==> config.mk <==
export PLATFORM = sky130hd
export DESIGN_NAME = clock_mode_ctrl
export DESIGN_NICKNAME = d
export VERILOG_FILES = /design/src/rtl/clock_ctrl_pkg.sv /design/src/rtl/btn_sync_edge.sv /design/src/rtl/clock_mode_ctrl.sv
export SDC_FILE = /design/constraint.sdc
export NUM_CORES = 1
export LEC_CHECK = 0
export CAP_MARGIN = 25
export CORE_UTILIZATION = 48
export DETAILED_ROUTE_END_ITERATION = 8
export SYNTH_ARGS = -nofsm -noshare
export SYNTH_HDL_FRONTEND = slang
export SYNTH_HIERARCHICAL = 1
export SYNTH_SLANG_ARGS = --single-unit
==> constraint.sdc <==
create_clock -name clk -period 3.05 [get_ports clk]
set_input_delay 0.61 -clock clk [delete_from_list [all_inputs] [get_ports clk]]
set_output_delay 0.61 -clock clk [all_outputs]
set_load 0.005 [all_outputs]
==> src/rtl/clock_ctrl_pkg.sv <==
// Shared mode encodings and default divider constants for the clock sequencer.
package clock_ctrl_pkg;

    typedef enum logic [1:0] {
        MODE_RUN      = 2'b00,
        MODE_SET_HOUR = 2'b01,
        MODE_SET_MIN  = 2'b10
    } mode_e;

    localparam int DEF_TICK_DIV    = 50_000_000;
    localparam int DEF_BLINK_DIV   = 25_000_000;
    localparam int DEF_REPEAT_DLY  = 25_000_000;
    localparam int DEF_REPEAT_RATE = 10_000_000;

    // Mode button cycles RUN -> SET_HOUR -> SET_MIN -> RUN.
    function automatic mode_e next_mode(input mode_e cur);
        case (cur)
            MODE_RUN:      return MODE_SET_HOUR;
            MODE_SET_HOUR: return MODE_SET_MIN;
            default:       return MODE_RUN;
        endcase
    endfunction

endpackage

==> src/rtl/btn_sync_edge.sv <==
// Two-flop synchronizer for a debounced button, with a registered one-cycle
// rising-edge pulse and the synchronized level.
module btn_sync_edge (
    input  logic clk,
    input  logic reset_n,
    input  logic btn,
    output logic pulse,
    output logic level
);

    logic meta;
    logic sync;
    logic sync_d;

    always_ff @(posedge clk or negedge reset_n) begin
        if (!reset_n) begin
            meta   <= 1'b0;
            sync   <= 1'b0;
            sync_d <= 1'b0;
            pulse  <= 1'b0;
        end else begin
            meta   <= btn;
            sync   <= meta;
            sync_d <= sync;
            pulse  <= sync & ~sync_d;
        end
    end

    assign level = sync;

endmodule

==> src/rtl/clock_mode_ctrl.sv <==
// Sequencer for the clock's BCD counter chain: 1 Hz tick, mode FSM driven by
// the mode/inc buttons, auto-repeat increment, stage enables and blink masks.
module clock_mode_ctrl
    import clock_ctrl_pkg::*;
#(
    parameter int TICK_DIV    = DEF_TICK_DIV,
    parameter int BLINK_DIV   = DEF_BLINK_DIV,
    parameter int REPEAT_DLY  = DEF_REPEAT_DLY,
    parameter int REPEAT_RATE = DEF_REPEAT_RATE
) (
    input  logic       clk,
    input  logic       reset_n,
    input  logic       btn_mode,
    input  logic       btn_inc,
    input  logic       cd_sec,
    input  logic       cd_min,
    input  logic       cd_hour,
    output logic       en_sec,
    output logic       en_min,
    output logic       en_hour,
    output logic       en_day,
    output logic       sec_clr,
    output logic       blink_min,
    output logic       blink_hour,
    output logic [1:0] mode
);

    localparam int TICK_W   = $clog2(TICK_DIV);
    localparam int BLINK_W  = $clog2(BLINK_DIV);
    localparam int HOLD_MAX = (REPEAT_DLY > REPEAT_RATE) ? REPEAT_DLY : REPEAT_RATE;
    localparam int HOLD_W   = $clog2(HOLD_MAX + 1);

    localparam logic [TICK_W-1:0]  TICK_LAST  = TICK_W'(TICK_DIV - 1);
    localparam logic [BLINK_W-1:0] BLINK_LAST = BLINK_W'(BLINK_DIV - 1);
    localparam logic [HOLD_W-1:0]  HOLD_DLY   = HOLD_W'(REPEAT_DLY);
    localparam logic [HOLD_W-1:0]  HOLD_RATE  = HOLD_W'(REPEAT_RATE);

    mode_e               state;
    logic [TICK_W-1:0]   presc;
    logic [BLINK_W-1:0]  blink_cnt;
    logic                blink_phase;
    logic [HOLD_W-1:0]   hold_cnt;
    logic                hold_act;
    logic                hold_repeating;

    logic mode_p;
    logic mode_lvl_unused;
    logic inc_p;
    logic inc_lvl;

    logic              in_run;
    logic              in_set;
    logic              tick;
    logic              rep_fire;
    logic              inc_evt;
    logic [HOLD_W-1:0] hold_target;

    btn_sync_edge u_mode_btn (
        .clk     (clk),
        .reset_n (reset_n),
        .btn     (btn_mode),
        .pulse   (mode_p),
        .level   (mode_lvl_unused)
    );

    btn_sync_edge u_inc_btn (
        .clk     (clk),
        .reset_n (reset_n),
        .btn     (btn_inc),
        .pulse   (inc_p),
        .level   (inc_lvl)
    );

    // reset_n gates the run path so carries cannot leak through while reset is held.
    always_comb begin
        in_run      = reset_n && (state == MODE_RUN);
        in_set      = (state != MODE_RUN);
        tick        = in_run && (presc == TICK_LAST);
        hold_target = hold_repeating ? HOLD_RATE : HOLD_DLY;
        rep_fire    = hold_act && inc_lvl && (hold_cnt == hold_target);
        inc_evt     = in_set && !mode_p && (inc_p || rep_fire);
    end

    always_ff @(posedge clk or negedge reset_n) begin
        if (!reset_n) begin
            state   <= MODE_RUN;
            sec_clr <= 1'b0;
        end else begin
            sec_clr <= 1'b0;
            if (mode_p) begin
                state   <= next_mode(state);
                sec_clr <= (state == MODE_RUN);
            end
        end
    end

    always_ff @(posedge clk or negedge reset_n) begin
        if (!reset_n) begin
            presc <= '0;
        end else if ((state != MODE_RUN) || mode_p) begin
            presc <= '0;
        end else if (presc == TICK_LAST) begin
            presc <= '0;
        end else begin
            presc <= presc + 1'b1;
        end
    end

    // hold_cnt counts cycles since the press (or last repeat) while inc stays held.
    always_ff @(posedge clk or negedge reset_n) begin
        if (!reset_n) begin
            hold_act       <= 1'b0;
            hold_cnt       <= '0;
            hold_repeating <= 1'b0;
        end else if (mode_p || !in_set || !inc_lvl) begin
            hold_act       <= 1'b0;
            hold_cnt       <= '0;
            hold_repeating <= 1'b0;
        end else if (inc_p) begin
            hold_act       <= 1'b1;
            hold_cnt       <= HOLD_W'(1);
            hold_repeating <= 1'b0;
        end else if (hold_act) begin
            if (rep_fire) begin
                hold_cnt       <= HOLD_W'(1);
                hold_repeating <= 1'b1;
            end else begin
                hold_cnt <= hold_cnt + 1'b1;
            end
        end
    end

    // Restarting the blink on every increment keeps the edited field visible.
    always_ff @(posedge clk or negedge reset_n) begin
        if (!reset_n) begin
            blink_cnt   <= '0;
            blink_phase <= 1'b0;
        end else if (mode_p || inc_evt || !in_set) begin
            blink_cnt   <= '0;
            blink_phase <= 1'b0;
        end else if (blink_cnt == BLINK_LAST) begin
            blink_cnt   <= '0;
            blink_phase <= ~blink_phase;
        end else begin
            blink_cnt <= blink_cnt + 1'b1;
        end
    end

    assign en_sec     = tick;
    assign en_min     = in_run ? cd_sec : ((state == MODE_SET_MIN) && inc_evt);
    assign en_hour    = in_run ? cd_min : ((state == MODE_SET_HOUR) && inc_evt);
    assign en_day     = in_run && cd_hour;
    assign blink_hour = (state == MODE_SET_HOUR) && blink_phase;
    assign blink_min  = (state == MODE_SET_MIN) && blink_phase;
    assign mode       = state;

endmodule

---- Yosys cells after proc, flatten, opt, wreduce, memory -nomap -nowiden ----
Index checks and enable logic that the tools add are counted.
storage, ports and cells
  bits in registers ....................... 90
  word-level logic and storage cells ...... 77
  bits of input ports ..................... 7
  output and inout port bits .............. 9
operators by class
  reduce and logical (&&, ||, !) cells .... 27
  $add $sub $neg .......................... 3
  mux-type cells .......................... 21
  equal/unequal tests ..................... 5
  bitwise logic cells ..................... 5
operators with widths
  kind                                                 number
  two-way mux 25 bit                                   7
  two-way mux 26 bit                                   2
  adder 25 x 1 -> 25 bit, second input constant        2
  adder 26 x 1 -> 26 bit, second input constant        1
  equality test 26 bit, second input constant          1
  equality test 25 bit                                 1
  equality test 25 bit, second input constant          1
  logical AND 1 bit                                    11
  two-way mux 1 bit                                    11
  logical OR 1 bit                                     6
  nonzero test 2 bit                                   3
  nonzero test 3 bit                                   2
  case mux 2 bit (2 select lines)                      1
  logical NOT 1 bit                                    3
  NOT 1 bit                                            3
  bitwise AND 1 bit                                    2
  equality test 2 x 1 -> 1 bit, second input constant  1
  equality test 2 bit, second input constant           1
  logical NOT 2 bit                                    1
  AND reduction 2 bit                                  1

---- Depth between registers and ports, before layout ----
  word-level depth ........................ 8
  mapped depth ............................ 9
  depth with buffers taken out ............ 7

---- Cells and area by module ----
The synthesis kept the hierarchy.
by module, submodules not included
  module           sequential area each (um2)  cells an instance  times used  area an instance (um2)
  clock_mode_ctrl  2052.0                      458                1           4565.6
  btn_sync_edge    100.1                       5                  2           113.9

---- Worst setup path before layout ----
No wires, ideal clock.
  path type ............................... register -> output
  from .................................... reg hold_repeating
  to ...................................... out en_hour
  setup slack ............................. 792 ps
  stages on the path, launching flop included .. 6
  path buffers ............................ 1
  data required time ...................... 2440 ps
  data arrival time ....................... 1648 ps
  cells stage by stage .................... dfrtp_1 > buf_2 > or4_1 > o21ai_2 > o2111ai_1 > o31ai_1
on the way
  longest elaborated chain between the ends .. 7
RTL lines
  element                 RTL line                RTL
  start, declared         clock_mode_ctrl.sv:44   logic hold_repeating;
  start signal, assigned  clock_mode_ctrl.sv:114  hold_repeating <= 1'b0;
  start signal, assigned  clock_mode_ctrl.sv:118  hold_repeating <= 1'b0;
  start signal, assigned  clock_mode_ctrl.sv:122  hold_repeating <= 1'b0;
  two-way mux 25 bit      clock_mode_ctrl.sv:79   hold_target = hold_repeating ? HOLD_RATE : HOLD_DLY;
  equality test 25 bit    clock_mode_ctrl.sv:80   rep_fire = hold_act && inc_lvl && (hold_cnt == hold_target);
  logical AND 1 bit       clock_mode_ctrl.sv:80
  logical OR 1 bit        clock_mode_ctrl.sv:81   inc_evt = in_set && !mode_p && (inc_p || rep_fire);
  logical AND 1 bit       clock_mode_ctrl.sv:81
  logical AND 1 bit       clock_mode_ctrl.sv:151  assign en_hour = in_run ? cd_min : ((state == MODE_SET_HOUR) && inc_evt);
  two-way mux 1 bit       clock_mode_ctrl.sv:151
  end, declared           clock_mode_ctrl.sv:20   output logic en_hour,
Every way passes these cells.

---- Worst setup path in the final report ----
  from .................................... reg hold_cnt[23]
  to ...................................... out en_hour
on the way
  longest elaborated chain between the ends .. 6
RTL lines
  element                 RTL line                RTL
  start, declared         clock_mode_ctrl.sv:42   logic [HOLD_W-1:0] hold_cnt;
  start signal, assigned  clock_mode_ctrl.sv:128  hold_cnt <= hold_cnt + 1'b1;
  equality test 25 bit    clock_mode_ctrl.sv:80
  logical AND 1 bit       clock_mode_ctrl.sv:80
  logical OR 1 bit        clock_mode_ctrl.sv:81
  logical AND 1 bit       clock_mode_ctrl.sv:81
  logical AND 1 bit       clock_mode_ctrl.sv:151
  two-way mux 1 bit       clock_mode_ctrl.sv:151
Every way passes these cells.

==> flow_summary_export.csv <==
group,metric,value,unit
placed_design,dp_cells,608,
yosys,synth_edf_count,0,
critical_path,cp-startpoint,"hold_cnt[23]$_DFFE_PN0P_",
route,wl_met3,268,um
min_path,hold_path.class,"primary input to async pin",
sta,setup_slack,147,ps
yosys,synth-seq-cells,90,
finish,syn_to_final_growth,11.0,%
floorplan,die_w,102,um
critical_path,worst-path-stages,6,
clock_network,hold_buffers,0,
critical_path,r2r_start,"blink_cnt[0]$_DFF_PN0_",
job,max_cap_violations,0,
sta,hold_viol,0,
finish,layout_common_cells,"dfrtp_1, xor2_1, nor2_1",
sta,post-route-min-period,2900,ps
pwr,p_leak,2.16,nW
placed_design,portBuffers,15,
global_routing,antenna_found_initial,0,
finish,final_layout_size_suffix_gt1_share,15.8,%
route,drtAntennaViolNets,0,
global_routing,grt_pass1_wl,16.5,mm
clock_network,insertion_delay,360,ps
finish,seqCellArea,0.00225,mm2
clock_network,clock_sinks,90,
global_routing,grt_pass1_vias,3368,
yosys,synth.avg_cell_area,10.2,um2
sta,fmaxAchievable,0.344,GHz
floorplan,rows,36,
route,wl_met1,4.67,mm
critical_path,rr_worst_depth,7,
critical_path,crit_chain,"or4_1 -> o21ai_2 -> o2111ai_2 -> buf_4 -> o31ai_2 -> dlygate4sd2_1",
global_routing,grt_usage,20.4,%
pwr,peakVddDrop,0.334,mV
sta,post-route-period-util,95.2,%
sta,max_slew.worst_pin.slew,765,ps
sta,finClkSkew,9.64,ps
yosys,yosys_warnings,6,
yosys,syn_inst,468,
critical_path,critPathMaxFanout,5,
finish,diodes,0,
floorplan,dieArea,0.0104,mm2
sta,setup_viol,0,
outcome,status,"complete, no violations",
clock_network,h-tree-depth,3,
finish,nNetsFinal,499,
yosys,ys.flop_type,"dfrtp_1",
route,vias,3417,
yosys,yosysSeqAreaShare,47.0,%
finish,fillers,891,
global_routing,grt_start_max_net_pins,63,
finish,multi_input_area,0.00240,mm2
clock_network,cts_root_buf,"clkbuf_8",
sta,grt_setup_unrepaired,"false",
route,wl_met2,4.38,mm
finish,layout.cells.non_filler,626,
sta,relSlewSlack,48.6,%
global_routing,grt_overflow,0,
critical_path,ff2ff_setup_slack,810,ps
placed_design,preCtsSetupSlack,198,ps
floorplan,ios,16,
route,vias_per_cell,5.46,
critical_path,max_stage_delay,570,ps
floorplan,core-area,0.00973,mm2
placed_design,dp_hpwl,6.19,mm
yosys,synthArstFlopShare,100,%
clock_network,path_clk_slew,90,ps
clock_network,cts_tree,"yes",
critical_path,cp-end-kind,"output pin",
sta,drv_slew,0,
yosys,synthDistinctLibCells,55,
clock_network,clockBufferDepth,2,
critical_path,critPathSlowestCell,"or4_1",
critical_path,worstSetupStartpointType,"flop",
route,wl_per_cell,15.1,um
sta,tns,0,ps
floorplan,start_util,49.3,%
critical_path,critical_path_class,"flop to output pin",
finish,mostFrequentLayoutCell,"dfrtp_1",
placed_design,place_congestion,0.817,
route,drtIter0Drc,117,
pwr,p_per_area,474,mW/mm2
yosys,syn_area,0.00479,mm2
route,drc,0,
clock_network,numCtsBuffers,9,
route,drtPass1Iterations,4,
yosys,synth_fp_nets,479,
route,highest_layer,"met4",
critical_path,cp.required,2440,ps
route,wl,9.46,mm
critical_path,worst_ep_arrival_time,2290,ps
critical_path,critPathBufInv,2,
critical_path,crit_family,"simple AND/OR/NAND/NOR gates",
floorplan,die_height,102,um
[per-stage QoR]
step	util (%)	hold WS, ps	power (mW)	cell area [um2]
6_report	54.7	66.3	2.52	5320
5_1_grt	54.7	51.8	2.67	5320
4_1_cts	54.5	42.7	2.57	5300
3_5_place_dp	52.2	336	1.74	5080
3_3_place_gp	52.2	332	1.74	5080
2_1_floorplan	-	314	1.62	4790
[layout make-up]
type	count	share of cell area, %
well taps	133	3.13
clock inverters	7	1.29
inverters	10	0.706
clock buffers	9	2.33
flip-flops and latches	90	42.4
multi-input cells	347	45.1
repair buffers	30	5.08
[final timing paths]
check / endpoint
max: en_hour
min: mode[0]$_DFFE_PN0P_
max reg2reg: blink_cnt[4]$_DFF_PN0_
min reg2reg: u_inc_btn/level$_DFF_PN0_
max in group asynchronous: hold_cnt[10]$_DFFE_PN0P_
min in group clk: u_inc_btn/level$_DFF_PN0_
[registers in the layout, summed over array words and instances, names as in the netlist]
signal / cells
blink_phase: 1
u_mode_btn/sync_d: 1
u_inc_btn/sync_d: 1
u_mode_btn/level: 1
u_inc_btn/pulse: 1
hold_repeating: 1
u_mode_btn/meta: 1
sec_clr: 1
hold_cnt: 25
u_mode_btn/pulse: 1
blink_cnt: 25
hold_act: 1
u_inc_btn/level: 1
u_inc_btn/meta: 1
mode: 2
presc: 26
[cells in the mapped netlist (all sizes together) (3+ instances only)]
library cell / instances / area share, %
nand2: 31 / 2.5
nor3: 52 / 7.5
nand4: 24 / 3.1
xor2: 50 / 9.1
and3: 13 / 1.7
and4: 9 / 1.7
ha: 4 / 1.0
dfrtp: 90 / 47
nor4: 10 / 2.3
buf: 12 / 2.2
nor4b: 6 / 1.2
inv: 10 / 0.78
nand3: 37 / 3.9
or4: 3 / 0.55
xnor2: 21 / 3.8
clkbuf: 9 / 0.70
and2: 5 / 0.65
nor2: 45 / 3.5
nor2b: 6 / 1.1
[what timing repair did]
action,CTS,global route
setup endpoints to repair,2,1
gates resized for setup,5,4
setup buffers,2,0
pin swaps,4,0
[power breakdown]
part,switching [mW],internal [mW]
logic,0.265,0.148
clock network,0.433,0.377
registers,0.0596,1.24
[kinds of logic after synthesis]
family | share of synthesized area, %
AND/OR/NAND/NOR | 31.8
adder cells (fa/ha/maj) | 1.04
flip-flops | 47.0
multiplexers | 0.470
AO/OA/AOI/OAI | 3.03
buffers and inverters | 3.68
XOR/XNOR | 13.0
[metal layers]
| metal | vias to the layer above | global-route usage, % |
|---|---|---|
| met5 | - | 0 |
| met4 | 0 | 6.48 |
| met3 | 11 | 4.72 |
| met2 | 43 | 31.2 |
| met1 | 1665 | 28.9 |
| li1 | 1698 | - |
Note: power is estimated with default switching activity, not from simulation.
